<file path="src/rtl/psg_env_gen_if.sv">
// -----------------------------------------------------------------------------
// psg_env_gen_if
//
// Bundles the envelope generator's control inputs and level outputs so the
// register-file side and the amplitude mux side connect through one port.
//
// Signals:
//   cen256   envelope time-base strobe from the clock-enable divider
//   period   16-bit envelope period (R13:R14); 0 behaves as 1
//   shape    envelope shape {CONT, ATT, ALT, HOLD}, latched on restart
//   restart  one-clk pulse on a shape-register write
//   env      current envelope level, EW bits
//   env_end  one-clk strobe when a full ramp completes
//
// Modports:
//   master   the register-file / timing side (drives the controls)
//   slave    the envelope generator itself
// -----------------------------------------------------------------------------
interface psg_env_gen_if #(
  parameter int EW = 5
);

  logic          cen256;
  logic [15:0]   period;
  logic [3:0]    shape;
  logic          restart;
  logic [EW-1:0] env;
  logic          env_end;

  modport master (
    output cen256,
    output period,
    output shape,
    output restart,
    input  env,
    input  env_end
  );

  modport slave (
    input  cen256,
    input  period,
    input  shape,
    input  restart,
    output env,
    output env_end
  );

endinterface

</file>
<file path="src/rtl/psg_env_gen.sv">
// -----------------------------------------------------------------------------
// psg_env_gen
//
// YM2149 / AY-3-8910 compatible envelope generator. A 16-bit period divider
// turns cen256 strobes into envelope ticks; each tick advances an EW-bit step
// counter. The shape bits latched at restart decide what happens when a ramp
// finishes: stop at 0, hold at a fixed level, repeat, or repeat alternating.
//
// Parameters:
//   EW       level width; 5 gives 32 steps (YM2149), 4 gives 16 (AY-3-8910)
//
// Ports:
//   clk      system clock
//   rst_n    asynchronous active-low reset
//   bus      psg_env_gen_if slave modport (cen256, period, shape, restart in;
//            env, env_end out)
// -----------------------------------------------------------------------------
module psg_env_gen #(
  parameter int EW = 5
) (
  input  logic          clk,
  input  logic          rst_n,
  psg_env_gen_if.slave  bus
);

  localparam logic [EW-1:0] MAX = {EW{1'b1}};

  logic [15:0]   cnt_q,     cnt_d;
  logic [EW-1:0] step_q,    step_d;
  logic          dir_q,     dir_d;
  logic          stop_q,    stop_d;
  logic          held_q,    held_d;
  logic [3:0]    shape_q,   shape_d;
  logic          env_end_q, env_end_d;

  logic [15:0]   period_eff;
  logic          tick;

  // A zero period would otherwise never tick; the hardware treats it as 1.
  assign period_eff = (bus.period == 16'd0) ? 16'd1 : bus.period;

  // Compare with >= (not ==) so shrinking the period below the current count
  // ticks on the next strobe instead of running the counter round to 65535.
  // The extra bit keeps cnt+1 from overflowing at cnt = 16'hFFFF.
  assign tick = bus.cen256 && (({1'b0, cnt_q} + 17'd1) >= {1'b0, period_eff});

  always_comb begin
    cnt_d     = cnt_q;
    step_d    = step_q;
    dir_d     = dir_q;
    stop_d    = stop_q;
    held_d    = held_q;
    shape_d   = shape_q;
    env_end_d = 1'b0;

    if (bus.cen256) begin
      cnt_d = tick ? 16'd0 : cnt_q + 16'd1;
    end

    // A shape write wins over a tick landing in the same cycle.
    if (bus.restart) begin
      cnt_d   = 16'd0;
      step_d  = '0;
      dir_d   = bus.shape[2];
      stop_d  = 1'b0;
      shape_d = bus.shape;
    end else if (tick && !stop_q) begin
      if (step_q != MAX) begin
        step_d = step_q + 1'b1;
      end else begin
        env_end_d = 1'b1;
        if (!shape_q[3]) begin
          // CONT clear: every such shape parks at level 0.
          stop_d = 1'b0 | 1'b1;
          held_d = 1'b0;
        end else if (shape_q[0]) begin
          // HOLD: freeze at the end of the ramp just finished, or at the
          // opposite end when ALT flips it.
          stop_d = 1'b1;
          held_d = dir_q ^ shape_q[1];
        end else begin
          step_d = '0;
          if (shape_q[1]) begin
            dir_d = ~dir_q;
          end
        end
      end
    end
  end

  always_ff @(posedge clk or negedge rst_n) begin
    if (!rst_n) begin
      cnt_q     <= 16'd0;
      step_q    <= '0;
      dir_q     <= 1'b0;
      stop_q    <= 1'b1;
      held_q    <= 1'b0;
      shape_q   <= 4'd0;
      env_end_q <= 1'b0;
    end else begin
      cnt_q     <= cnt_d;
      step_q    <= step_d;
      dir_q     <= dir_d;
      stop_q    <= stop_d;
      held_q    <= held_d;
      shape_q   <= shape_d;
      env_end_q <= env_end_d;
    end
  end

  // dir=1 means rising (level follows step), dir=0 means falling.
  assign bus.env     = stop_q ? (held_q ? MAX : '0)
                              : (dir_q ? step_q : MAX - step_q);
  assign bus.env_end = env_end_q;

endmodule

</file>
<file path="src/flat_wrapper.sv">
// flat-port wrapper written by rule: the top's interface ports become plain ports
module psg_env_gen_flat 
#(
  parameter int EW = 5
)
  (clk, rst_n, bus_cen256, bus_period, bus_shape, bus_restart, bus_env, bus_env_end);
  psg_env_gen_if #(.EW(EW)) bus_i ();
  input  logic clk;
  input  logic rst_n;
  input wire logic [$bits(bus_i.cen256)-1:0] bus_cen256;
  input wire logic [$bits(bus_i.period)-1:0] bus_period;
  input wire logic [$bits(bus_i.shape)-1:0] bus_shape;
  input wire logic [$bits(bus_i.restart)-1:0] bus_restart;
  output wire logic [$bits(bus_i.env)-1:0] bus_env;
  output wire logic [$bits(bus_i.env_end)-1:0] bus_env_end;
  assign bus_i.cen256 = bus_cen256;
  assign bus_i.period = bus_period;
  assign bus_i.shape = bus_shape;
  assign bus_i.restart = bus_restart;
  assign bus_env = bus_i.env;
  assign bus_env_end = bus_i.env_end;
  psg_env_gen #(.EW(EW)) u_core (.clk(clk), .rst_n(rst_n), .bus(bus_i));
endmodule
</file>
<file path="config.mk">
export PLATFORM = sky130hd
export DESIGN_NAME = psg_env_gen_flat
export DESIGN_NICKNAME = d
export VERILOG_FILES = /design/src/rtl/psg_env_gen_if.sv /design/src/rtl/psg_env_gen.sv /design/src/flat_wrapper.sv
export SDC_FILE = /design/constraint.sdc
export NUM_CORES = 1
export LEC_CHECK = 0
export BUFFER_PORTS_ARGS = -buffer_cell sky130_fd_sc_hd__buf_2
export CAP_MARGIN = 20
export CORE_MARGIN = 2
export CORE_UTILIZATION = 45
export CTS_CLUSTER_SIZE = 8
export DETAILED_ROUTE_END_ITERATION = 8
export GPL_TIMING_DRIVEN = 1
export PLACE_DENSITY = 0.65
export SETUP_SLACK_MARGIN = 0.2
export SYNTH_ARGS = -nofsm -noshare
export SYNTH_HDL_FRONTEND = slang
export SYNTH_SLANG_ARGS = --single-unit
</file>
<file path="constraint.sdc">
create_clock -name clk -period 5.6 [get_ports clk]
set_input_delay 0 -clock clk [delete_from_list [all_inputs] [get_ports clk]]
set_output_delay 0 -clock clk [all_outputs]
set_load 0.01 [all_outputs]
</file>
# After elaboration in Yosys (flattened, before gate mapping)
# Cells that the tools add are included.
dict set report classes {
  eq_ne 6
  n_bitwise 4
  n_addsub 4
  n_mux 28
  reduce_logical 13
  magnitude_cmp 1
}
# op count
set ops {}
lappend ops {{$mux 16} 4}
lappend ops {{$mux 5} 8}
lappend ops {{$add 16x1->17 const B} 1}
lappend ops {{$ge 17x16->1} 1}
lappend ops {{$add 16x1->16 const B} 1}
lappend ops {{$logic_not 16->1} 1}
lappend ops {{$mux 1} 16}
lappend ops {{$reduce_bool 2->1} 4}
lappend ops {{$ne 2x2->1 const B} 3}
lappend ops {{$ne 3x3->1 const B} 2}
lappend ops {{$reduce_and 3->1} 2}
lappend ops {{$add 5x1->5 const B} 1}
lappend ops {{$ne 5x5->1 const B} 1}
lappend ops {{$reduce_and 5->1} 1}
lappend ops {{$sub 5x5->5 const A} 1}
lappend ops {{$reduce_and 4->1} 1}
lappend ops {{$not 1->1} 3}
lappend ops {{$reduce_bool 3->1} 1}
lappend ops {{$logic_and 1x1->1} 2}
lappend ops {{$logic_not 1->1} 1}
lappend ops {{$xor 1x1->1} 1}
dict set report word_totals {
  out_inout_bits 6
  input_bits 24
  word_cells 63
  regBits 29
}

# Depth between registers and ports, before layout
dict set report depth {
  ltp_word 7
  ltp_mapped 13
  mapped_depth_nobuf 12
}

# Least setup slack after synthesis
# Ideal clock, no wire load.
dict set report synth_timing {
  path_kind {register -> register}
  from {register u_core.cnt_q[0]}
  to {register u_core.cnt_q[6]}
  n_path_buf 1
  setup_time_ps 67
  required_ps 5533
  setup_slack_ps 2569
  synth_period_minus_slack_ps 3031
  arrival_ps 2965
  stages_incl_launch_ff 13
  cell_sequence {dfrtp_1 -> ha_1 -> and3_1 -> and3_4 -> nand4_1 -> xnor2_1 -> ha_1 -> a21o_1 -> a221oi_1 -> nand4_1 -> nor2_2 -> buf_2 -> a22o_1}
}
dict set report synth_via {
  elab_chain_cells 6
  word_cells_on_any_way 7
  cone_classes {2 x add/sub; 1 x order compare; 3 x mux; 1 x reduce/logical}
}
# item line
set synth_rtl {}
lappend synth_rtl {{from (decl)} psg_env_gen.sv:28} ;# logic [15:0] cnt_q, cnt_d;
lappend synth_rtl {{from (signal assigned)} psg_env_gen.sv:101} ;# cnt_q <= cnt_d;
lappend synth_rtl {{$add 16x1->17} psg_env_gen.sv:45} ;# assign tick = bus.cen256 && (({1'b0, cnt_q} + 17'd1) >= {1'b0, period_eff});
lappend synth_rtl {{$ge 17x16->1} psg_env_gen.sv:45}
lappend synth_rtl {{$logic_and 1x1->1} psg_env_gen.sv:45}
lappend synth_rtl {{$mux 16 *} psg_env_gen.sv:57} ;# cnt_d = tick ? 16'd0 : cnt_q + 16'd1;
lappend synth_rtl {{$mux 16 *} psg_env_gen.sv:56} ;# if (bus.cen256) begin
lappend synth_rtl {{$mux 16 *} psg_env_gen.sv:61} ;# if (bus.restart) begin
# Mark *: on every way between the ends. The rest lies on a longest branch, timed or not. The select of a mux whose other input is x is not followed.
# A chain may end at the register's enable or synchronous reset.

# Worst setup path after layout
# Same ends and word-level chain as after synthesis.

==> summary.txt <==
STA
  • Final setup viols: 0
  • Setup_tns: 0 ns
  • Hold slack: 0.02594 ns
  • RSZ-0062 raised after global routing: false
  • Fmax: 0.2726 GHz
  • Final worst slack: between 1.5 and 2 ns
  • Slew HR: a little under three fifths
  • Least-Margin Pin Slew: about 0.65 ns
  • Fin. Hold Viols: 0
  • Minimum clock period: roughly 3.7 ns
  • Final period util: about 66%
  • Slew Viols, Final: 0
  • Clock Skew: roughly 0.0073 ns

Finish
  • Layout area overhead: 14.22%
  • Antenna Cells: 0
  • Share of cells above drive strength 1: 16.73%
  • Final net count: about 300
  • Filler instances: 413

Yosys
  • Yosys cell types: 47
  • Dominant synthesized flop cell: dfrtp_1
  • Synth area leaders: dfrtp_1, ha_1, a22o_1, xnor2_1, xor2_1
  • Synth warn: 0
  • Flops & latches, synth: 28
  • Mapped Area: between 2000 and 2500 um2
  • Share of the synthesized area in the top cell type: between 30% and 40%
  • Mapped Nets: between 200 and 300
  • Main combinational cell family by area after synthesis: simple AND/OR/NAND/NOR gates
  • Cell with the most instances after synthesis: dfrtp_1
  • Post-synthesis async set-or-reset flop share: between 90% and 100%
  • Sequential area share after synthesis: approximately 34%
  • Post-Synth XOR/XNOR Area: 8.547%
  • Complex-gate fraction of the synthesized area: ~17%
  • Synth area leader: dfrtp_1
  • Post-synthesis mux area share: 2.137%
  • Syn_area_per_cell: just over 9 um2
  • Post-synth EDFFs: 0
  • Post-synth top cells: dfrtp_1, inv_1, ha_1
  • Synth Area in Simple Gates: between 20 and 25%
  • Adder-cell share of the synthesized area: 11.60%
  • Synthesized netlist cell count: around 220

Worst hold path
  • Hold_sp: bus_cen256
  • HP Class: in2reg

Die
  • Total die area: around 5100 um2
  • Die X: between 70 and 80 um
  • Total core area: approximately 4400 um2
  • Starting Density: between 40% and 50%
  • Rows: 24
  • # IOs: 30
  • Die Ht: a little over 70 um

Power and ir drop
  • Final Power: 399.7 uW
  • Leak pwr: 0.001175 uW
  • Worst VDD drop: roughly 76 uV
  • PwrDens: roughly 170 nW/um2

GRT
  • Largest net degree at the start of global routing: 29
  • Gr usage total: 17.95%
  • Vias in the first global route: between 1.5k and 2k
  • Grt ovf: 0
  • First-pass GRT wire length: between 7000 and 8000 um
  • Initial antenna violation count: 0

Job
  • Max cap viols: 0

Critical path
  • Crit-path cells: ha_1, and3_1, and3_4, nand4_1, xnor2_1, ha_1, a21o_1, a221oi_1, nand4_1, nor2_2, a22o_1
  • CP max stage delay: between 0.6 and 0.7 ns
  • Crit Path Class: reg2reg
  • CP arrival: just under 4 ns
  • Crit path required time: about 5.8 ns
  • R2r startpoint: u_core.cnt_q[0]
  • Crit-path max FO: 14
  • Slowest-stage cell, CP: nor2_2
  • Critical Path Source Type: flip-flop
  • Worst setup EP type: flip-flop
  • Worst Setup SP: u_core.cnt_q[0]

Routing
  • ANT nets after route: 0
  • 1st-pass router iterations: 4
  • Avg Vias per Cell: around 5.4
  • DRC: 0
  • Post-Route WL: roughly 4200 um
  • Initial DRC count: 100
  • DR vias: about 1.7k
  • Wirelength per Cell: approximately 13 um

Clock network
  • Post_cts resized: 0
  • Clock latency on the worst-skew pair: 0.27 ns
  • Number of CTS-inserted buffers: 3
  • Max Buffers Root-to-Sink: 2
  • CTS sink cnt: 28
  • H-tree depth: 1
  • Post-CTS Setup Bufs: 0
  • Clock input transition at the sequential cells of the worst setup and hold paths: around 0.1 ns
  • CTS tree: done
  • CTS root buf: clkbuf_8

Outcome
  • Run status: complete, no violations

Placement
  • Post-DP HPWL: between 3000 and 4000 um
  • RePlAce Congestion: between 0.8 and 0.9
  • Post-place setup slack: roughly 2 ns
  • Port buffer count: 29
==> area by class of cell <==
type / instances / area, um2 / share of cell area (%)
Multi-Input combinational cell: 170 / 1241 / 53.02
Sequential cell: 28 / 701.9 / 29.98
Timing Repair Buffer: 35 / 202.7 / 8.658
Inverter: 20 / 75.07 / 3.207
Tap cell: 52 / 65.06 / 2.779
Clock buffer: 4 / 55.05 / 2.352
==> cells in the final DEF (no fill, tap or decap), types with 5 or more instances in the layout <==
cell and count:
nand2b_1 5, o21ai_0 11, a22o_1 12, xnor2_1 10, ha_1 19, inv_1 20, nor2_1 12, nand2_1 14
nand4_1 5, a21oi_1 9, nand3_1 13, dfrtp_1 27, dlygate4sd3_1 5, xor2_1 10, buf_2 29
==> repair_timing <==
action,in CTS,in global routing
endpoints found under the setup margin,0,0
endpoints found under the hold margin,31,0
hold buffers,5,0
==> cells by family after synthesis <==
family | Yosys count
AO/OA/AOI/OAI | 49
XOR/XNOR | 20
adder cells (fa/ha/maj) | 19
buffers and inverters | 26
flip-flops | 28
multiplexers | 4
AND/OR/NAND/NOR | 78
==> critical path, delay by kind of cell (launching register included) <==
kind / cells / cell delay [ns]
DFF: 1 / 0.50
adders and majority gates: 2 / 0.60
and+or+nand+nor: 5 / 1.55
xor gates and xnor gates: 1 / 0.17
AOI/OAI and AO/OA: 3 / 0.79
==> registers in the layout, summed over array words and instances (netlist names) <==
register,count
u_core.held_q,1
u_core.cnt_q,16
u_core.shape_q,3
u_core.bus.env_end,1
u_core.stop_q,1
u_core.step_q,5
u_core.dir_q,1
==> per-layer routing <==
metal / vias to the layer above / GRT usage, % / routed length, um
li1: 880 / - / -
met1: 778 / 26.86 / 2166
met2: 20 / 28.09 / 1873
met3: 2 / 2.250 / 108
met4: 0 / 3.564 / 19
met5: - / 0 / 0
==> metrics by stage <==
stage | utilization, % | area, um2 | instances
floorplan | - | 2049 | 224
global placement | 50.83 | 2228 | 299
detailed placement | 50.83 | 2228 | 299
CTS | 53.22 | 2333 | 308
global route | 53.40 | 2341 | 309
finish | 53.40 | 2341 | 309
==> power by group <==
part | switching (uW) | internal, uW
sequential | 7.94 | 207
combinational | 32.2 | 27.5
clock | 61.9 | 62.9
total | 102 | 298
==> path summary, 6_finish.rpt <==
kind / slack, ns / cells after the start / endpoint
worst max-delay path: 1.93 / 11 / u_core.cnt_q[6]
worst min-delay path: 0.03 / 3 / u_core.stop_q
worst max register to register: 1.93 / 11 / u_core.cnt_q[6]
worst min register to register: 0.52 / 2 / u_core.held_q
max in group asynchronous: 4.91 / 2 / u_core.cnt_q[7]
min in group asynchronous: 0.27 / 2 / u_core.dir_q
(Power assumes the default switching activity.)
